==> config.mk <==
export PLATFORM = sky130hd
export DESIGN_NAME = dm_arbiter
export DESIGN_NICKNAME = d
export VERILOG_FILES = /design/src/rtl/dm_arbiter_pkg.sv /design/src/rtl/dm_arbiter_pick.sv /design/src/rtl/dm_arbiter.sv
export SDC_FILE = /design/constraint.sdc
export NUM_CORES = 1
export LEC_CHECK = 0
export BUFFER_PORTS_ARGS = -buffer_cell sky130_fd_sc_hd__buf_2
export CAP_MARGIN = 30
export CORE_UTILIZATION = 40
export CTS_CLUSTER_SIZE = 14
export DETAILED_ROUTE_END_ITERATION = 7
export GPL_TIMING_DRIVEN = 0
export PLACE_DENSITY = 0.84
export SKIP_LAST_GASP = 1
export SYNTH_ARGS = -nofsm -noshare
export SYNTH_HDL_FRONTEND = slang
export SYNTH_SLANG_ARGS = --single-unit
export TNS_END_PERCENT = 20
==> constraint.sdc <==
create_clock -name clk -period 3.05 [get_ports clk]
set_input_delay 0.1525 -clock clk [delete_from_list [all_inputs] [get_ports clk]]
set_output_delay 0.1525 -clock clk [all_outputs]
set_load 0.005 [all_outputs]
==> src/rtl/dm_arbiter_pkg.sv <==
// Shared types and constants for the dm_arbiter data-memory access controller.
// Optional feature macro used by this slice: DM_ARBITER_RR_EN (round-robin selection).
package dm_arbiter_pkg;

   localparam int AW_DEF = 10;
   localparam int DW_DEF = 32;

   localparam logic OWN_CPU = 1'b0;
   localparam logic OWN_DBG = 1'b1;

   typedef enum logic [1:0] {
      ST_IDLE = 2'd0,
      ST_ACC  = 2'd1,
      ST_RSP  = 2'd2
   } state_t;

endpackage

==> src/rtl/dm_arbiter_pick.sv <==
// Combinational winner selection between the two requesters.
// DM_ARBITER_RR_EN defined: ptr names the preferred port on a tie; undefined: port 0 wins ties.
module dm_arbiter_pick
   import dm_arbiter_pkg::*;
(
   input  logic req0,
   input  logic req1,
   input  logic ptr,
   output logic win,
   output logic vld
);

   assign vld = req0 | req1;

`ifdef DM_ARBITER_RR_EN
   // A lone requester wins regardless of ptr; ptr only breaks ties.
   assign win = req1 & (~req0 | (ptr == OWN_DBG));
`else
   logic unused_ptr;
   assign unused_ptr = ptr;
   assign win = req1 & ~req0;
`endif

endmodule

==> src/rtl/dm_arbiter.sv <==
// Two-port access controller sharing the single-port data memory between CPU (port 0)
// and debug/DMA (port 1). Define DM_ARBITER_RR_EN for round-robin tie-breaking.
//
//   state   | meaning
//   --------+----------------------------------------------------------
//   IDLE    | sample requests, register the winner on the way to ACC
//   ACC     | gnt pulse, memory lines driven from the registered request
//   RSP     | done pulse to the owner, rdata valid for a read
module dm_arbiter
   import dm_arbiter_pkg::*;
#(
   parameter int AW = AW_DEF,
   parameter int DW = DW_DEF
)(
   input  logic          clk,
   input  logic          rst_n,
   input  logic          req0,
   input  logic          req1,
   input  logic          we0,
   input  logic          we1,
   input  logic [AW-1:0] addr0,
   input  logic [AW-1:0] addr1,
   input  logic [DW-1:0] wdata0,
   input  logic [DW-1:0] wdata1,
   output logic          gnt0,
   output logic          gnt1,
   output logic          done0,
   output logic          done1,
   output logic [DW-1:0] rdata,
   output logic          busy,
   output logic [AW-1:0] dm_addr,
   output logic [DW-1:0] dm_din,
   output logic          dm_wr,
   output logic          dm_rd,
   input  logic [DW-1:0] dm_dout
);

   state_t        state;
   logic          we_q;
   logic          owner;
   logic          ptr;
   logic          win;
   logic          vld;
   logic          sel_we;
   logic [AW-1:0] sel_addr;
   logic [DW-1:0] sel_wdata;

   dm_arbiter_pick u_pick (
      .req0 (req0),
      .req1 (req1),
      .ptr  (ptr),
      .win  (win),
      .vld  (vld)
   );

   assign sel_we    = (win == OWN_DBG) ? we1    : we0;
   assign sel_addr  = (win == OWN_DBG) ? addr1  : addr0;
   assign sel_wdata = (win == OWN_DBG) ? wdata1 : wdata0;

`ifdef DM_ARBITER_RR_EN
   // After each grant the preference moves to the port that was not served.
   always_ff @(posedge clk or negedge rst_n) begin
      if (!rst_n) begin
         ptr <= OWN_CPU;
      end else if (state == ST_IDLE && vld) begin
         ptr <= ~win;
      end
   end
`else
   assign ptr = OWN_CPU;
`endif

   always_ff @(posedge clk or negedge rst_n) begin
      if (!rst_n) begin
         state   <= ST_IDLE;
         we_q    <= 1'b0;
         owner   <= OWN_CPU;
         gnt0    <= 1'b0;
         gnt1    <= 1'b0;
         done0   <= 1'b0;
         done1   <= 1'b0;
         rdata   <= '0;
         dm_addr <= '0;
         dm_din  <= '0;
         dm_wr   <= 1'b0;
         dm_rd   <= 1'b0;
      end else begin
         gnt0  <= 1'b0;
         gnt1  <= 1'b0;
         done0 <= 1'b0;
         done1 <= 1'b0;
         dm_wr <= 1'b0;
         dm_rd <= 1'b0;
         case (state)
            ST_IDLE: begin
               if (vld) begin
                  state   <= ST_ACC;
                  we_q    <= sel_we;
                  owner   <= win;
                  gnt0    <= (win == OWN_CPU);
                  gnt1    <= (win == OWN_DBG);
                  dm_addr <= sel_addr;
                  dm_din  <= sel_wdata;
                  dm_wr   <= sel_we;
                  dm_rd   <= ~sel_we;
               end
            end
            ST_ACC: begin
               state <= ST_RSP;
               // A write leaves the last read result in place.
               if (!we_q) begin
                  rdata <= dm_dout;
               end
               done0 <= (owner == OWN_CPU);
               done1 <= (owner == OWN_DBG);
            end
            ST_RSP: begin
               state <= ST_IDLE;
            end
            default: begin
               state <= ST_IDLE;
            end
         endcase
      end
   end

   assign busy = (state != ST_IDLE);

endmodule

* Word level (Yosys, flattened, before mapping) *
Cells that the tools add are included.

word-level totals
  register bits = 84
  bits of input ports = 122
  output and inout port bits = 81

cells by class
  equality and inequality tests = 2
  multiplexer cells = 15
  bitwise gates (word level) = 7
  reduce and logical (&&, ||, !) cells = 4

operators with widths
  cell                                                                     count
  32-bit two-way mux                                                       1
  1-bit two-way mux                                                        11
  10-bit two-way mux                                                       1
  1-bit NOT                                                                5
  2-bit one-hot mux with 2 select lines                                    1
  2-bit AND reduction                                                      2
  2-bit by 1-bit == test with 1-bit output, second input constant          1
  2-bit zero test                                                          1
  2-bit two-way mux                                                        1
  2-bit by 1-bit inequality test with 1-bit output, second input constant  1
  2-bit nonzero test                                                       1
  1-bit AND                                                                1
  1-bit OR                                                                 1

* Depth between registers and ports, before layout *
Gate-level depths: netlist of run 1.

  word-level depth = 6
  gate-level depth with buffers = 5
  mapped depth without buffers = 3

* Modules after synthesis *
From an unflattened synthesis of run 1, not the netlist that was laid out.

second synthesis, totals
  cells, all modules = 230
  area, all modules = 3697.3 µm²

modules (own cells, without submodules)
  module           times used  cells an instance  area each (µm²)
  dm_arbiter       1           228                3684.8
  dm_arbiter_pick  1           2                  12.5

* Worst setup path before layout of run 1 *
OpenSTA, ideal clock, no wires.

  path type = flip-flop to flip-flop
  start point = register state[0]
  end point = register dm_addr[3]
  data arrival time = 1332 ps
  required time = 2925 ps
  setup slack = 1593 ps
  cell stages (with the launch flop) = 6
  buffers on the path = 2
  clock period less this slack = 1457 ps
  path through = dfrtp_1 -> nor2_1 -> o21a_1 -> buf_4 -> buf_4 -> mux2_4

between the ends
  longest elaborated chain between the ends = 2

RTL lines
  what                           line               RTL
  from (decl)                    dm_arbiter.sv:38   state_t state;
  from (signal assigned)         dm_arbiter.sv:75   state <= ST_IDLE;
  from (signal assigned)         dm_arbiter.sv:97   state <= ST_ACC;
  from (signal assigned)         dm_arbiter.sv:109  state <= ST_RSP;
  2-bit zero test                dm_arbiter.sv:94   case (state)
  2-bit AND reduction (no line)  --
  to (signal assigned)           dm_arbiter.sv:102  dm_addr <= sel_addr;
  to (decl)                      dm_arbiter.sv:31   output logic [AW-1:0] dm_addr,

No other way between the ends.
A chain may end at the register's enable or synchronous reset.

* Final worst setup path of run 1 *
  start point = register state[1]
  end point = register rdata[30]

between the ends
  longest elaborated chain between the ends = 2

RTL lines
  what                                      line               RTL
  2-bit by 1-bit == test with 1-bit output  dm_arbiter.sv:94
  2-bit AND reduction (no line)             --
  to (signal assigned)                      dm_arbiter.sv:112  rdata <= dm_dout;
  to (decl)                                 dm_arbiter.sv:29   output logic [DW-1:0] rdata,

No other way between the ends.

==> results of run 1 <==
routing by layer:
metal | GRT usage [%] | share of wire, % | wire length (um) | up-vias
met5 | 0 | 0 | 0 | -
met4 | 6.689 | 1.2 | 95 | 0
met3 | 4.003 | 5.8 | 473 | 9
met2 | 28.62 | 52 | 4187 | 134
met1 | 17.79 | 41 | 3344 | 1235
li1 | - | - | - | 1239
worst max-delay path, stage by stage (launching register included):
cell      delay [ps]
dfrtp_1          400
nand2b_1         170
nor2_1           300
buf_2            320
mux2_2           360
worst max-delay path by stage:
stage                                    start  cells past startpoint                endpoint
after floorplan           state[0]$_DFFE_PN0P_                      5  dm_addr[3]$_DFFE_PN0P_
after global placement                   rst_n                      1  dm_din[18]$_DFFE_PN0P_
after detailed placement  state[0]$_DFFE_PN0P_                      5  dm_addr[3]$_DFFE_PN0P_
after CTS                 state[1]$_DFFE_PN0P_                      4    rdata[4]$_DFFE_PN0P_
after global routing      state[1]$_DFFE_PN0P_                      4   rdata[29]$_DFFE_PN0P_
final                     state[1]$_DFFE_PN0P_                      4   rdata[30]$_DFFE_PN0P_
sequential cells by signal (all words and copies together), names as in the netlist:
signal	cells
dm_din	32
rdata	32
dm_addr	10
state	2
dm_rd	1
dm_wr	1
done0	1
done1	1
gnt0	1
gnt1	1
owner	1
we_q	1
layout make-up:
cell class                 count  area (sq um)  share of cell area, %
clock buffer                  10         137.6                  2.574
timing repair buffer         204          1051                  19.65
tap                          129         161.4                  3.018
inverter                       3         11.26                 0.2106
clock inverter                 6         47.55                 0.8891
sequential                    84          2102                  39.31
multi-input combinational    131          1682                  31.45
buffer                        13         155.1                  2.901
kinds of logic (layout without fill, tap and decap cells):
family                 Yosys count  count (layout)  share of synthesized area (%)
muxes                          118             118                          40.80
buffers and inverters           16             236                          4.213
DFF                             84              84                          53.22
AOI/OAI and AO/OA                2               2                         0.3167
and+or+nand+nor                 11              11                          1.457
power groups by stage:
| stage | Clock, W | Sequential, W | Combinational, W |
|---|---|---|---|
| after floorplan | 0 | 0.00201 | 0.00126 |
| after global placement | 0 | 0.00195 | 0.00208 |
| after detailed placement | 0 | 0.00197 | 0.00215 |
| after CTS | 0.000763 | 0.00196 | 0.00215 |
| after global routing | 0.000805 | 0.00203 | 0.00230 |
| final | 0.000729 | 0.00196 | 0.00211 |
what timing repair did:
action | in CTS | in global routing
hold buffers | 1 | 0
gates resized for setup | 0 | 0
hold endpoints to repair | 29 | 0
cells in the mapped netlist, drive strengths merged:
master | instances | area (sq um)
mux2 | 116 | 1592
dfrtp | 84 | 2102
buf | 13 | 155.1
nor2 | 5 | 18.77
and2 | 3 | 20.02
inv | 3 | 11.26
mux2i | 2 | 20.02
nand2b | 2 | 12.51
a21oi | 1 | 5.000
nor2b | 1 | 6.260
o21a | 1 | 7.510
stage by stage:
| step | util, % | hold slack [ps] | instance area [sq um] | setup slack (ps) |
|---|---|---|---|---|
| 2_1_floorplan | - | -143.1 | 3950 | 1593 |
| 3_3_place_gp | 54.41 | 377.6 | 5122 | 1257 |
| 3_5_place_dp | 54.72 | 109.2 | 5152 | 1368 |
| 4_1_cts | 56.80 | 6.129 | 5348 | 1349 |
| 5_1_grt | 56.80 | 11.70 | 5348 | 1254 |
| 6_report | 56.80 | 30.92 | 5348 | 1386 |
==> results.py, run 1 <==
metrics = {
    "placement": {
        "hpwl_um": 6298,
        "dpl.cell_count": 563,
        "numPortBuffers": 202,
        "place.gp.congestion": 0.7394,
    },
    "clock_network": {
        "cts_sinks": 84,
        "root_buffer": "clkbuf_8",
        "cts_buffers": 9,
        "clock_latency_ps": 340,
        "clk_pin_slew_worst_paths_ps": 90,
        "htree_levels": 3,
        "cts_tree": "yes",
        "cts_setup_buffers": 0,
        "cts_max_path_buffers": 2,
    },
    "timing": {
        "period_needed_ps": 1664,
        "relSlewSlack_pct": 73.46,
        "hold_viol_final": 0,
        "fin_crit_sh_pct": 54.57,
        "setup_tns_ps": 0,
        "rsz0062_at_grt": "false",
        "clock.fmax_mhz": 600.9,
        "tightest_slew_ps": 398.1,
        "finClkSkew_ps": 8.883,
        "setup_viol": 0,
        "slew_violations": 0,
    },
    "drt": {
        "drt_iter0_drc": 28,
        "drtAntennaViolNets": 0,
        "drt_pre_antenna_iters": 4,
        "viasPerCell": 4.512,
        "routed-via-count": 2617,
        "wire_per_inst_um": 13.97,
        "post-route-drc-count": 0,
        "drt-total-wl_um": 8100,
    },
    "floorplanning": {
        "core_sq_mm": 0.009415,
        "die_y_um": 101.4,
        "die-area_sq_mm": 0.01028,
        "die_w_um": 101.4,
        "num_rows": 35,
        "pin_count": 203,
        "initial_core_util_pct": 41.95,
    },
    "pwr": {
        "power-per-cell-area_mw_per_mm2": 896.7,
        "power_w": 0.004795,
        "p_comb_share_pct": 44.0,
        "sw_frac_of_total_pct": 30.51,
        "power_frac_seq_pct": 40.8,
        "p_leak_nw": 2.838,
        "p_switching_w": 0.001463,
        "clkPwrFrac_pct": 15.2,
        "intPower_w": 0.003332,
        "ir_drop_uv": 424.6,
    },
    "grt": {
        "grt.total_usage_pct": 15.87,
        "grt_pass1_wl_um": 12280,
        "grt_overflow": 0,
        "grt_max_degree": 56,
        "first_global_vias": 2624,
        "antenna_found_initial": 0,
    },
    "critical_path": {
        "reg2reg_slack_ps": 1390,
        "required_ps": 3270,
        "reg2reg_from": "state[1]$_DFFE_PN0P_",
        "reg2reg_depth": 4,
        "path_class": "flip-flop to flip-flop",
        "cp_max_fo": 10,
        "r2r_end": "rdata[30]$_DFFE_PN0P_",
        "cp-start-kind": "flip-flop",
        "cp-end-kind": "flip-flop",
        "arrival_ps": 1880,
    },
    "finish": {
        "antenna-diode-count": 0,
        "fillers": 760,
        "final_common_cell": "buf_2",
        "area_growth_pct": 35.38,
        "final_cell_mix": "buf_2, dfrtp_1, mux2_4",
        "nNetsFinal": 568,
        "drive_above_1_share_pct": 76.94,
        "layout.cells.non_filler": 580,
    },
    "hold_path": {
        "hold_path_end": "rdata[8]$_DFFE_PN0P_",
        "min_path_cells": 2,
        "worstHoldStart": "dm_dout[8]",
        "hold_path_class": "primary input to flip-flop",
    },
    "yosys": {
        "avgSynthCellArea_sq_um": 17.10,
        "ys_warn_count": 0,
        "syn_inst": 231,
        "ys_ff_latch": 84,
        "synth_cell_type_count": 17,
        "syn-num-nets": 353,
        "ys_seq_area_share_pct": 53.22,
        "synth_area_sq_mm": 0.003950,
    },
    "outcome": {
        "outcome": "finished clean",
    },
    "job": {
        "maxCapViolations": 0,
    },
}
Note: power is estimated with default switching activity, not from simulation.
==> inputs of run 2 (changes only) <==
Settings changed: PLACE_DENSITY 0.84 to 0.87.
Clock period 3.05 ns to 1.3 ns, I/O delays scaled along.
==> results.py, run 2 (same netlist as run 1, synthesis figures left out) <==
metrics = {
    "timing": {
        "slew_violations": 0,
        "period_needed_ps": 1485,
        "postLayoutSetupSlackWorst_ps": -184.7,
        "setup_viol": 75,
        "clock.fmax_mhz": 673.5,
        "hold_viol_final": 0,
        "relSlewSlack_pct": 64.95,
        "fin_crit_sh_pct": 114.2,
        "finClkSkew_ps": 10.40,
        "rsz0062_at_grt": "true",
        "tightest_slew_ps": 525.7,
    },
    "finish": {
        "antenna-diode-count": 0,
        "layout.cells.non_filler": 626,
        "regArea_sq_mm": 0.002103,
        "nNetsFinal": 614,
        "fillers": 688,
        "fin_util_pct": 63.47,
        "drive_above_1_share_pct": 73.44,
        "multiInputGateArea_sq_mm": 0.001719,
        "final_common_cell": "buf_2",
        "top_regs": "dm_din: 32 flops, rdata: 32 flops, dm_addr: 10 flops",
        "final_cell_mix": "buf_2, dfrtp_1, mux2_4",
        "area_growth_pct": 51.28,
    },
    "grt": {
        "grt_max_degree": 46,
        "grt_overflow": 0,
        "grt.total_usage_pct": 18.42,
        "first_global_vias": 3023,
        "grt_pass1_wl_um": 14430,
        "antenna_found_initial": 0,
    },
    "drt": {
        "drtAntennaViolNets": 0,
        "drt_pre_antenna_iters": 4,
        "m1WireLength_um": 3913,
        "routed-via-count": 2881,
        "post-route-drc-count": 0,
        "wl_met2_um": 5150,
        "drt_iter0_drc": 38,
        "top_layer": "met4",
        "viasPerCell": 4.602,
        "drt-total-wl_um": 9767,
        "routed-wl-met3_um": 554,
        "wire_per_inst_um": 15.60,
    },
    "clock_network": {
        "cts_buffers": 9,
        "root_buffer": "clkbuf_8",
        "cts_max_path_buffers": 2,
        "clock_latency_ps": 350,
        "clk_pin_slew_worst_paths_ps": 90,
        "cts_sinks": 84,
        "cts_tree": "yes",
        "htree_levels": 3,
    },
    "critical_path": {
        "reg2reg_slack_ps": -180,
        "slowest_delay_ps": 440,
        "path_class": "flip-flop to flip-flop",
        "cpMaxStageDelayCell": "dfrtp_2",
        "reg2reg_from": "state[0]$_DFFE_PN0P_",
        "r2r_end": "dm_din[27]$_DFFE_PN0P_",
        "crit_start": "state[0]$_DFFE_PN0P_",
        "cp-end-kind": "flip-flop",
        "crit_path_frequent_cell": "buf_12",
        "required_ps": 1530,
        "cp_max_fo": 10,
        "cp-start-kind": "flip-flop",
        "arrival_ps": 1710,
        "reg2reg_depth": 5,
        "path_cells": "nor2_4 -> o21a_4 -> buf_12 -> buf_12 -> mux2_4",
    },
    "placement": {
        "hpwl_um": 6513,
        "numPortBuffers": 202,
        "dpl.cell_count": 563,
        "place.gp.congestion": 0.7554,
    },
    "pwr": {
        "ir_drop_uv": 1067,
        "p_switching_w": 0.003779,
        "p_comb_share_pct": 46.6,
        "sw_frac_of_total_pct": 29.73,
        "p_leak_nw": 3.120,
        "power-per-cell-area_mw_per_mm2": 2127,
        "intPower_w": 0.008930,
        "power_frac_seq_pct": 36.9,
        "clkPwrFrac_pct": 16.4,
    },
    "hold_path": {
        "hold_path_class": "primary input to flip-flop",
        "hold_path_end": "dm_wr$_DFF_PN0_",
        "min_path_cells": 3,
        "worstHoldStart": "we1",
    },
    "outcome": {
        "failed_checks": "negative setup slack",
        "outcome": "finished, violations left",
    },
    "floorplanning": {
        "core_sq_mm": 0.009415,
        "num_rows": 35,
        "initial_core_util_pct": 41.95,
        "pin_count": 203,
        "die_y_um": 101.4,
        "die-area_sq_mm": 0.01028,
        "die_w_um": 101.4,
    },
    "job": {
        "maxCapViolations": 0,
    },
}
## run 2: cell types whose count changed in the layout (fill, tap and decap cells not counted), sizes merged
cell	previous run	this run
clkbuf	10	13
clkinvlp	4	0
buf	216	226
dlygate4sd3	1	35
clkinv	0	1
bufinv	0	2
## run 2: worst max-delay path by stage
stage | end | slack [ps] | depth (start not counted)
final | dm_din[27]$_DFFE_PN0P_ | -180 | 5
after global routing | dm_din[27]$_DFFE_PN0P_ | -240 | 5
after CTS | rdata[13]$_DFFE_PN0P_ | -200 | 5
after detailed placement | rdata[15]$_DFFE_PN0P_ | -250 | 4
after global placement | dm_din[3]$_DFFE_PN0P_ | -430 | 1
after floorplan | dm_addr[0]$_DFFE_PN0P_ | -70 | 5
## run 2: cell type report
| class | instances | area share (%) |
|---|---|---|
| multi-input combinational | 131 | 28.77 |
| clock inverter | 5 | 1.382 |
| clock buffer | 11 | 2.366 |
| timing repair buffer | 250 | 25.65 |
| buffer | 13 | 3.748 |
| tap | 129 | 2.701 |
| inverter | 3 | 0.1884 |
| sequential | 84 | 35.20 |
## run 2: routing by layer
layer  vias up  GRT usage (%)
met1      1392          20.22
met2       139          34.12
li1       1335              -
met3        15          4.348
met4         0          7.469
met5         -              0
## run 2: critical path, delay by kind of cell, from the launching register on
kind / cells / cell delay (ps)
buffers and inverters: 2 / 270
AO/OA/AOI/OAI: 1 / 180
flip-flops: 1 / 440
multiplexers: 1 / 310
AND/OR/NAND/NOR: 1 / 160
## run 2: per-stage QoR
stage               hold slack (ps)  setup TNS (ps)  worst slack [ps]  power [W]  instance area (sq um)
finish                        20.13           -9900            -184.7    0.01271                   5976
CTS                           16.00          -12350            -203.8    0.01231                   5838
floorplan                    -230.6           -4079            -72.53   0.007768                   3981
global route                  13.60          -13850            -240.5    0.01345                   5976
global placement              288.7          -49680            -432.6   0.009577                   5154
detailed placement            77.51          -15080            -245.0   0.009814                   5176
## run 2: what timing repair did
action	in CTS	in global routing
hold buffers	35	0
cloned	2	2
gates resized for setup	14	10
setup endpoints to repair	77	77
buffers inserted	1	7
endpoints found under the hold margin	73	0
pin swaps	1	2
## run 2: power by group through the flow
stage               registers (W)  logic [W]  clock network (W)
floorplan                 0.00472    0.00305                  0
global placement          0.00461    0.00497                  0
detailed placement        0.00466    0.00515                  0
CTS                       0.00466    0.00551            0.00214
global route              0.00483    0.00636            0.00226
finish                    0.00470    0.00593            0.00209
